==> src/rtl/ps2_packet_rx.sv <==
// PS/2 host receive front end: deserialises device frames and assembles
// 3-byte mouse packets, all on the falling edge of the device clock.
module ps2_packet_rx #(
  parameter bit          SYNC_CHECK = 1'b1,
  parameter int unsigned ERR_W      = 4
) (
  input  logic             MOUSE_CLOCK,
  input  logic             rst,
  input  logic             MOUSE_DATA,
  input  logic             stream_en,
  output logic [7:0]       byte_out,
  output logic             byte_valid,
  output logic [23:0]      packet,
  output logic             pkt_toggle,
  output logic [ERR_W-1:0] parity_err_cnt,
  output logic [ERR_W-1:0] frame_err_cnt,
  output logic [ERR_W-1:0] sync_err_cnt
);

  localparam int unsigned BYTE_W  = 8;
  localparam int unsigned CNT_W   = 3;
  localparam int unsigned IDX_W   = 2;
  localparam logic [ERR_W-1:0] ERR_MAX = '1;

  typedef enum logic [1:0] {IDLE, DATA, PARITY, STOP} state_t;

  state_t             state;
  logic [CNT_W-1:0]   bit_cnt;
  logic [IDX_W-1:0]   byte_idx;
  logic [BYTE_W-1:0]  shift;
  logic [BYTE_W-1:0]  b0;
  logic [BYTE_W-1:0]  b1;
  logic               par_ok;

  // Saturating increment; counters stick at all-ones.
  function automatic logic [ERR_W-1:0] sat_inc(input logic [ERR_W-1:0] v);
    return (v == ERR_MAX) ? v : v + ERR_W'(1);
  endfunction

  // Frame FSM, frame evaluation and packet assembly on the host sampling edge.
  always_ff @(negedge MOUSE_CLOCK or posedge rst) begin
    if (rst) begin
      state          <= IDLE;
      bit_cnt        <= '0;
      byte_idx       <= '0;
      shift          <= '0;
      b0             <= '0;
      b1             <= '0;
      par_ok         <= 1'b0;
      byte_out       <= '0;
      byte_valid     <= 1'b0;
      packet         <= '0;
      pkt_toggle     <= 1'b0;
      parity_err_cnt <= '0;
      frame_err_cnt  <= '0;
      sync_err_cnt   <= '0;
    end else begin
      byte_valid <= 1'b0;
      case (state)
        IDLE: begin
          if (stream_en && !MOUSE_DATA) begin
            state   <= DATA;
            bit_cnt <= '0;
          end else if (!stream_en) begin
            byte_idx <= '0;
          end
        end
        DATA: begin
          shift   <= {MOUSE_DATA, shift[BYTE_W-1:1]};
          bit_cnt <= bit_cnt + CNT_W'(1);
          if (bit_cnt == CNT_W'(7)) state <= PARITY;
        end
        PARITY: begin
          par_ok <= ((^shift) ^ MOUSE_DATA) == 1'b1;
          state  <= STOP;
        end
        STOP: begin
          state <= IDLE;
          if (!par_ok)     parity_err_cnt <= sat_inc(parity_err_cnt);
          if (!MOUSE_DATA) frame_err_cnt  <= sat_inc(frame_err_cnt);
          if (!par_ok || !MOUSE_DATA) begin
            // A bad frame drops the whole partial packet.
            byte_idx <= '0;
          end else begin
            byte_out   <= shift;
            byte_valid <= 1'b1;
            case (byte_idx)
              IDX_W'(0): begin
                if (SYNC_CHECK && !shift[3]) begin
                  sync_err_cnt <= sat_inc(sync_err_cnt);
                end else begin
                  b0       <= shift;
                  byte_idx <= IDX_W'(1);
                end
              end
              IDX_W'(1): begin
                b1       <= shift;
                byte_idx <= IDX_W'(2);
              end
              IDX_W'(2): begin
                packet     <= {b0, b1, shift};
                pkt_toggle <= ~pkt_toggle;
                byte_idx   <= '0;
              end
              default: byte_idx <= '0;
            endcase
          end
        end
        default: state <= IDLE;
      endcase
    end
  end

endmodule

==> config.mk <==
export PLATFORM = sky130hd
export DESIGN_NAME = ps2_packet_rx
export DESIGN_NICKNAME = d
export VERILOG_FILES = /design/src/rtl/ps2_packet_rx.sv
export SDC_FILE = /design/constraint.sdc
export NUM_CORES = 1
export LEC_CHECK = 0
export CORE_MARGIN = 10
export CORE_UTILIZATION = 57
export DETAILED_ROUTE_END_ITERATION = 10
export GPL_TIMING_DRIVEN = 1
export PLACE_DENSITY = 0.81
export SETUP_SLACK_MARGIN = 0.3
export SYNTH_ARGS = -nofsm -noshare
export SYNTH_HDL_FRONTEND = slang
export SYNTH_SLANG_ARGS = --single-unit
==> constraint.sdc <==
create_clock -name MOUSE_CLOCK -period 4.08 [get_ports MOUSE_CLOCK]
set_input_delay 1.02 -clock MOUSE_CLOCK [delete_from_list [all_inputs] [get_ports MOUSE_CLOCK]]
set_output_delay 1.02 -clock MOUSE_CLOCK [all_outputs]
set_load 0.005 [all_outputs]
# Word-level counts from Yosys, hierarchy flattened
# Index checks and enable logic that the tools add are counted.
# totals
ff_bits,78
out_inout_bits,46
word_cells,73
# op_classes
add_sub_neg,4
n_eq_ne,14
n_mux,13
bitwise,9
reduce_logical,19
# op_table
op,n
"adder 4 x 1 -> 4 bit, second input constant",3
"equality test 4 bit, second input constant",3
two-way mux 2 bit,6
AND reduction 3 bit,4
"!= test 2 bit, second input constant",4
inverter 1 bit,8
case mux 2 bit (2 select lines),2
case mux 2 bit (4 select lines),1
AND reduction 4 bit,2
parity 8 bit,1
"equality test 2 bit, second input constant",3
case mux 3 bit (2 select lines),1
AND reduction 2 bit,3
AND reduction 5 bit,1
"equality test 2 x 1 -> 1 bit, second input constant",2
logical NOT 2 bit,2
"!= test 4 bit, second input constant",1
nonzero test 2 bit,2
"adder 3 x 1 -> 3 bit, second input constant",1
"equality test 3 bit, second input constant",1
two-way mux 3 bit,1
logical NOT 1 bit,2
two-way mux 1 bit,2
logical AND 1 bit,1
other kinds (2),2

# Depth between registers and ports, before layout
# Gate-level depths: netlist of the first run.
# depth
depth_word,4
mapped_depth,6
ltp_nobuf,6

==> results of run 1 <==
[cell families after synthesis]
logic type / after synthesis / share of synthesized area (%)
compound gates: 12 / 2.670
xor+xnor: 15 / 4.554
fa+ha+maj: 9 / 3.534
buf+inv: 10 / 1.492
flops: 78 / 61.25
mux: 62 / 21.87
simple gates: 24 / 4.633
[path summary, 6_finish.rpt]
| kind | startpoint | to | cells past startpoint |
|---|---|---|---|
| worst max register to register | state[0] | parity_err_cnt[1] | 4 |
| worst min-delay path | packet[14] | packet[14] | 1 |
| worst min register to register | packet[14] | packet[14] | 1 |
| min in group asynchronous | rst | packet[23] | 3 |
| max in group asynchronous | rst | byte_out[5] | 3 |
| worst max-delay path | MOUSE_DATA | b0[7] | 6 |
[critical path, cell delays in order]
cell,delay [ps]
buf_8,80
nand3_4,100
nor4b_4,320
buf_4,180
buf_12,120
mux2_4,300
[per-stage QoR]
| step | hold WS, ps | power, mW | utilization (%) | std cells | TNS [ps] |
|---|---|---|---|---|---|
| finish | 447.4 | 2.712 | 80.16 | 401 | 0 |
| global route | 453.7 | 2.883 | 80.16 | 401 | 0 |
| CTS | 425.5 | 2.700 | 77.23 | 386 | 0 |
| detailed placement | 425.2 | 2.190 | 73.57 | 353 | -31090 |
| global placement | 421.8 | 2.137 | 73.57 | 353 | -29610 |
| floorplan | 393.9 | 1.730 | - | 210 | -4030 |
[cell type report]
cell class              count  area, sq um  share of cell area, %
well taps                  72        90.09                  2.054
clock buffers               9        123.9                  2.824
multi-input cells         122         1316                  30.01
clock inverters             7        56.30                  1.284
inverters                   6        26.28                 0.5990
flip-flops and latches     78         1952                  44.50
repair buffers            107        822.0                  18.74
[report_power, final]
part           total (mW)  internal [mW]  switching [mW]
logic               0.968          0.573           0.395
registers            1.20          0.998           0.205
clock network       0.540          0.228           0.312
[metal layers]
metal / vias to the layer above / routed length, um / share of wire (%) / track usage (%)
met4: 0 / 232 / 3.1 / 8.479
li1: 978 / - / - / -
met5: - / 0 / 0 / 0
met3: 18 / 342 / 4.6 / 4.203
met2: 49 / 3895 / 52 / 26.72
met1: 1107 / 2980 / 40 / 19.27
[placed cells by master, fill, tap and decap left out, types with 6 or more instances in the layout]
cell type,n
ha_1,9
mux2_2,40
buf_2,46
dfrtn_1,78
mux2_4,21
buf_6,6
clkbuf_8,9
xnor2_1,9
buf_4,45
nand2_1,7
[repair_timing]
action                                  CTS  global route
setup buffers                            15            14
cloned                                    2             1
resized for setup                       212            11
endpoints found under the setup margin  111            83
pin swaps                                 5             4
endpoints found under the hold margin     0             0
[state kept, by name (all words and copies together) (netlist names)]
name            count
pkt_toggle          1
packet             24
byte_valid          1
bit_cnt             3
b1                  8
frame_err_cnt       4
parity_err_cnt      4
par_ok              1
sync_err_cnt        4
byte_idx            2
byte_out            8
shift               8
b0                  8
state               2
==> summary.txt, run 1 <==
Worst setup path
  • R2R setup slack: roughly 2100 ps
  • Crit. End Element: register
  • Crit path arrival time: 2110 ps
  • Crit path max fanout: 5
  • Critical path class: primary input to register
  • Worst Path Required: between 2000 and 2500 ps
  • Startpoint types: primary input

Finish
  • Synth-to-layout area growth: 37.65%
  • Fillers: 316
  • Design area: roughly 0.0044 sq mm
  • Diode count: 0
  • Fraction of layout cells with a size suffix above 1: a little under 60%
  • Final nets: approximately 340

Logic synthesis
  • Yosys reg bits: slightly below 80
  • Asr flop ratio synth: 100.0%
  • Yosys cell types: 29
  • Syn avg cell area: about 15 sq um
  • Synth Flop Type: dfrtn_1
  • Area leader, netlist: dfrtn_1
  • Area fraction of the dominant cell type after synthesis: 61.25%
  • Top post-synthesis cells by area: dfrtn_1 (61%), mux2_2 (22%), ha_1 (3.5%)
  • Total nets after synthesis: roughly 220
  • Most frequent cell after synthesis: dfrtn_1
  • Post-Syn Area: around 0.0032 sq mm
  • Synth Instances: 210
  • Seq/Total Area, Yosys: slightly above 60%
  • Most common library cells after synthesis: dfrtn_1 (78), mux2_2 (61), ha_1 (9), xnor2_1 (9), nand2_1 (7)
  • EDFF count, synth: 0
  • Syn. warnings: 0

Flow run
  • Max_cap viols: 0

Routing
  • Routed WL per cell: between 15 and 20 um
  • Final WL: roughly 7500 um
  • Vias per inst: ~5.4
  • Total number of vias: about 2.2k
  • Post-route ant nets: 0
  • Initial DRC count: 67
  • DR pass1 iterations: 4
  • Drt drc: 0

STA
  • Clk_skew: approximately 10 ps
  • Max Slew Vio Count: 0
  • RSZ-0062 raised after global routing: yes
  • Final setup fails: 0
  • Setup ws final: 116.6 ps
  • Final Hold Viols: 0
  • Worst slew pin tran: between 600 and 700 ps
  • Max-slew headroom: 57.29%

Clocking
  • Max clock buf depth: 2
  • Sinks on the clock net: roughly 80
  • Clk slew on worst S/H paths: 60 ps
  • Worst-Skew Late Latency: about 340 ps
  • Root Driver: clkbuf_8
  • CTS H-Tree Depth: 3
  • Num CTS Buffers: 9
  • Post-CTS Hold Buffers: 0
  • TritonCTS clock tree: done

Placement
  • Post-detail-place hpwl: approximately 4400 um
  • PortBufs: 49
  • Place WS: -679.7 ps
  • DP Area: around 0.0040 sq mm
  • Placer Congestion: slightly above 0.7

GRT
  • Number of antenna violations at the first check in global routing: 0
  • Pin count of the biggest net entering global routing: 60
  • First-pass GRT wire length: around 11000 um
  • Vias in the first global route: 2204
  • GRT Util Overall: between 15 and 20%
  • Total grt overflow: 0

Die
  • Rows: 27
  • Die height: 94.77 um
  • Starting Density: 58.23%
  • Width of the die: between 90 and 100 um
  • Num ports: 50
  • Die area: 0.008981 sq mm
  • Core area: 0.005473 sq mm

Power
  • Peak supply drop: approximately 460 uV
  • Power per standard cell area: ~600 mW/mm^2
  • Leak: around 2.3 nW

Worst hold path
  • Tightest Hold Check Type: register to register

Outcome
  • Status: complete, no violations
Note: power is estimated with default switching activity, not from simulation.
==> run 2: changes to the inputs <==
Settings changed: CORE_UTILIZATION 57 to 53, PLACE_DENSITY 0.81 to 0.76, SKIP_CTS_REPAIR_TIMING from default to 1.
Clock period 4.08 ns to 3.8 ns, I/O delays scaled along.
==> summary.txt, run 2 (same netlist as run 1, synthesis figures left out) <==
Outcome
  • Failing checks: setup timing
  • Status: finished with violations

Routing
  • DR pass1 iterations: 4 (unchanged)
  • Total number of vias: 2048 (-4.8%)
  • Post-route ant nets: 0 (unchanged)
  • Drt drc: 0 (unchanged)
  • Routed WL per cell: 19.06 um (+2.6%)
  • Initial DRC count: 61 (-9.0%)
  • Vias per inst: 5.238 (-2.4%)
  • Final WL: 7451 um (about the same)

STA
  • Final Hold Viols: 0 (unchanged)
  • Max Slew Vio Count: 0 (unchanged)
  • Setup ws final: -60.81 ps (-177.4 ps)
  • Final setup fails: 7 (+7)
  • Worst slew pin tran: 639.2 ps (+2.843 ps)
  • Max-slew headroom: 57.10% (-0.19 points)
  • Final hold slack: 445.6 ps (-1.827 ps)
  • Clk_skew: 11.14 ps (+1.197 ps)
  • RSZ-0062 raised after global routing: yes

Worst setup path
  • Crit. End Element: register
  • Critical path class: primary input to register
  • Crit path arrival time: 2130 ps (+20 ps)
  • Crit path max fanout: 4 (-1)
  • Startpoint types: primary input
  • Worst Path Required: 2070 ps (-150 ps)

Power
  • Clock power frac: 18.4% (-1.5 points)
  • Peak supply drop: 396.4 uV (-13%)
  • Power per standard cell area: 657.2 mW/mm^2 (+6.3%)
  • Sequential Power Share: 45.1% (+0.7 points)
  • Cell-internal power: 1.936 mW (+7.6%)
  • Sw power: 0.9465 mW (+3.8%)
  • Combinational power share: 36.6% (+0.9 points)
  • Leak: 2.228 nW (-2.0%)
  • Switching Share: 32.83% (-0.79 points)

Clocking
  • TritonCTS clock tree: done
  • Root Driver: clkbuf_8
  • Sinks on the clock net: 78 (unchanged)
  • Num CTS Buffers: 9 (unchanged)
  • Max clock buf depth: 2 (unchanged)
  • Worst-Skew Late Latency: 330 ps (about the same)
  • Clk slew on worst S/H paths: 50 ps (about the same)
  • CTS H-Tree Depth: 3 (unchanged)

Finish
  • Register area: 0.001952 sq mm (unchanged)
  • Most frequent cells in the layout: dfrtn_1 (78), buf_2 (41), mux2_4 (37)
  • Multi-input logic area: 0.001416 sq mm (+7.6%)
  • Synth-to-layout area growth: 37.65% (unchanged)
  • Largest register FFs: 24 (unchanged)
  • Most flops, register: packet
  • Commonest non-fill, non-tap cell in the layout: dfrtn_1
  • Fillers: 375 (+19%)
  • Fraction of layout cells with a size suffix above 1: 56.65% (-1.1 points)
  • Diode count: 0 (unchanged)
  • Final nets: 325 (-3.6%)

GRT
  • Number of antenna violations at the first check in global routing: 0 (unchanged)
  • Global Route met2 Usage: 21.31% (-5.4 points)
  • Grt met3 use: 3.627% (-0.58 points)
  • Pin count of the biggest net entering global routing: 41 (-32%)
  • Met1 global-route usage: 15.30% (-4.0 points)
  • Vias in the first global route: 2058 (-6.6%)
  • GRT Util Overall: 13.01% (-3.2 points)
  • Total grt overflow: 0 (unchanged)
  • GRT busiest layer: met2
  • First-pass GRT wire length: 10230 um (-9.2%)

Die
  • Die area: 0.009514 sq mm (+5.9%)
  • Core area: 0.005886 sq mm (+7.5%)
  • Width of the die: 97.54 um (+2.9%)
  • Num ports: 50 (unchanged)
  • Rows: 28 (+3.7%)
  • Die height: 97.54 um (+2.9%)
  • Starting Density: 54.15% (-4.1 points)

Placement
  • Post-detail-place hpwl: 4337 um (-1.8%)
  • Place WS: -694.7 ps (-15.06 ps)
  • PortBufs: 49 (unchanged)
  • Placer Congestion: 0.7149 (+0.20%)

Flow run
  • Max_cap viols: 0 (unchanged)

Worst hold path
  • Tightest Hold Check Type: register to register
[run 2: changes by cell type in the layout (fill, tap and decap cells not counted), moves of 2 or more]
cell / previous run / this run
buf_8: 2 / 4
clkbuf_2: 0 / 5
buf_4: 45 / 33
clkinv_4: 2 / 0
clkbuf_1: 0 / 2
buf_6: 6 / 2
clkinvlp_4: 2 / 4
inv_6: 3 / 0
buf_2: 46 / 41
mux2_4: 21 / 37
mux2_2: 40 / 24
[run 2: per-layer routing]
metal | share of wire (%) | wire length [um]
met5 | 0 | 0
met4 | 1.9 | 138
met3 | 3.9 | 288
met2 | 50 | 3752
met1 | 44 | 3271
[run 2: critical path: stages]
cell	delay [ps]
buf_8	70
nand3_4	90
nor4b_4	490
clkbuf_16	230
mux2_4	290
[run 2: power groups by stage]
stage	registers (mW)	logic [mW]	clock network (mW)
global placement	1.28	1.02	0
detailed placement	1.29	1.05	0
finish	1.30	1.05	0.529
floorplan	1.26	0.594	0
CTS	1.28	1.06	0.530
global route	1.34	1.15	0.576
[run 2: area by class of cell]
cell class,instances,share of cell area (%)
clock buffer,11,2.995
clock inverter,4,0.5705
inverter,6,0.6845
multi-input combinational,123,32.29
sequential,78,44.50
tap,75,2.139
timing repair buffer,94,16.83
[run 2: per-stage QoR]
| stage | std cells | setup TNS, ps | power, mW | cell area [sq um] | util (%) |
|---|---|---|---|---|---|
| after global placement | 356 | -34600 | 2.304 | 4050 | 68.81 |
| final | 391 | -187.2 | 2.883 | 4387 | 74.53 |
| after global routing | 391 | -298.3 | 3.066 | 4387 | 74.53 |
| after detailed placement | 356 | -36150 | 2.347 | 4050 | 68.81 |
| after floorplan | 210 | -5957 | 1.859 | 3239 | - |
| after CTS | 371 | -27640 | 2.872 | 4207 | 71.47 |
[run 2: final timing paths]
kind,start,to,slack [ps],cells past startpoint
max in group asynchronous,rst,packet[1],730,3
min in group asynchronous,rst,sync_err_cnt[2],2830,3
worst max register to register,state[0],b0[2],1750,5
worst min-delay path,bit_cnt[1],bit_cnt[1],450,1
worst max-delay path,MOUSE_DATA,b0[2],-60,5
worst min register to register,bit_cnt[1],bit_cnt[1],450,1
==> run 3: changes to the inputs <==
Settings changed: CORE_UTILIZATION 53 to 60, DONT_BUFFER_PORTS from default to 1, PLACE_DENSITY 0.76 to 0.73.
Clock period 3.8 ns to 5 ns, I/O delays scaled along.
==> summary.txt, run 3 (same netlist as run 1, synthesis figures left out) <==
Power
  • Leak: 1.705 nW (-23%)
  • Power Total: 2.013 mW (-30%)
  • Peak supply drop: 339.0 uV (-14%)
  • Power per standard cell area: 565.0 mW/mm^2 (-14%)

STA
  • Clk_skew: 4.776 ps (-6.362 ps)
  • Max Slew Vio Count: 0 (unchanged)
  • Setup TNS: 0 ps (+187.2 ps)
  • Final setup fails: 0 (-7)
  • Setup ws final: 403.9 ps (+464.7 ps)
  • Worst slew pin tran: 588.8 ps (-50.41 ps)
  • Max-slew headroom: 60.66% (+3.6 points)
  • RSZ-0062 raised after global routing: no
  • Final Hold Viols: 0 (unchanged)

Worst setup path
  • Crit-path slowest cell: mux2_2
  • WP buf/inv: 1 (-1)
  • Crit path arrival time: 2270 ps (+140 ps)
  • Crit. End Element: register
  • Dominant delay contributor by cell family on the critical path: simple AND/OR/NAND/NOR gates
  • Critical path class: primary input to register
  • Startpoint types: primary input
  • Crit path largest cell delay: 350 ps (-140 ps)
  • Crit path max fanout: 8 (+4)
  • Worst Path Required: 2680 ps (+610 ps)
  • Crit-path cells: nand3_4 -> nor4b_4 -> buf_4 -> mux2_2

Placement
  • Post-detail-place hpwl: 4413 um (+1.8%)
  • Placer Congestion: 0.7999 (+12%)
  • PortBufs: 0 (-100%)
  • Place WS: 52.84 ps (+747.6 ps)
  • DP Area: 0.003372 sq mm (-17%)

Finish
  • Final nets: 237 (-27%)
  • Fillers: 348 (-7.2%)
  • Fraction of layout cells with a size suffix above 1: 39.30% (-17 points)
  • Register area: 0.001952 sq mm (unchanged)
  • Synth-to-layout area growth: 11.78%
  • Most frequent cells in the layout: dfrtn_1 (78), mux2_2 (60), xnor2_1 (9), ha_1 (9), clkbuf_8 (9)
  • Most flops, register: packet
  • Multi-input logic area: 0.001216 sq mm (-14%)
  • Largest register FFs: 24 (unchanged)
  • Design area: 0.003562 sq mm (-19%)
  • Diode count: 0 (unchanged)
  • Commonest non-fill, non-tap cell in the layout: dfrtn_1

Routing
  • Max Used Layer: met4
  • Vias per inst: 5.742 (+9.6%)
  • DR pass1 iterations: 4 (unchanged)
  • Met3 Wirelength: 413 um (+43%)
  • Initial DRC count: 93 (+52%)
  • Post-route ant nets: 0 (unchanged)
  • M1 WL: 2479 um (-24%)
  • Routed WL per cell: 20.49 um (+7.5%)
  • Met2 wire len: 3068 um (-18%)
  • Total number of vias: 1717 (-16%)
  • Final WL: 6128 um (-18%)
  • Drt drc: 0 (unchanged)

Clocking
  • TritonCTS clock tree: done
  • Root Driver: clkbuf_8
  • Clk slew on worst S/H paths: 50 ps (about the same)
  • CTS H-Tree Depth: 3 (unchanged)
  • Sinks on the clock net: 78 (unchanged)
  • Worst-Skew Late Latency: 330 ps (about the same)
  • Num CTS Buffers: 9 (unchanged)
  • Max clock buf depth: 2 (unchanged)

Die
  • Die area: 0.008627 sq mm (-9.3%)
  • Width of the die: 92.88 um (-4.8%)
  • Die height: 92.88 um (-4.8%)
  • Rows: 26 (-7.1%)
  • Num ports: 50 (unchanged)
  • Starting Density: 62.00% (+7.9 points)
  • Core area: 0.005140 sq mm (-13%)

Flow run
  • Max_cap viols: 0 (unchanged)

GRT
  • First-pass GRT wire length: 10050 um (-1.7%)
  • Pin count of the biggest net entering global routing: 33 (-20%)
  • Number of antenna violations at the first check in global routing: 0 (unchanged)
  • Total grt overflow: 0 (unchanged)
  • Vias in the first global route: 1867 (-9.3%)
  • GRT Util Overall: 14.85% (+1.8 points)

Worst hold path
  • Tightest Hold Check Type: register to register

Outcome
  • Status: complete, no violations
-- run 3: layer usage --
layer	vias up	global-route usage, %
li1	769	-
met1	891	16.95
met2	43	23.66
met3	14	5.085
met4	0	8.869
met5	-	0
-- run 3: area by class of cell --
type | instances | area share, %
multi-input cells | 122 | 34.14
inverters | 6 | 0.7376
flip-flops and latches | 78 | 54.79
clock buffers | 10 | 3.583
well taps | 70 | 2.459
repair buffers | 7 | 2.529
clock inverters | 6 | 1.756
-- run 3: through the flow --
| stage | utilization, % | cells | hold slack, ps |
|---|---|---|---|
| 2_1_floorplan | - | 210 | 393.9 |
| 3_3_place_gp | 65.60 | 283 | 419.3 |
| 3_5_place_dp | 65.60 | 283 | 410.7 |
| 4_1_cts | 69.30 | 299 | 418.6 |
| 5_1_grt | 69.30 | 299 | 446.2 |
| 6_report | 69.30 | 299 | 417.3 |
-- run 3: where the power goes --
group / internal (mW) / switching, mW
clock network: 0.229 / 0.223
registers: 0.815 / 0.214
logic: 0.308 / 0.225
-- run 3: worst paths after layout --
kind | depth (start not counted) | to | start | slack (ps)
min in group asynchronous | 1 | packet[15] | rst | 3240
setup / recovery | 4 | b0[7] | MOUSE_DATA | 400
max in group asynchronous | 2 | packet[22] | rst | 1190
hold reg to reg | 1 | b0[3] | b0[3] | 420
setup reg to reg | 5 | b0[7] | state[0] | 3060
hold / removal | 1 | b0[3] | b0[3] | 420
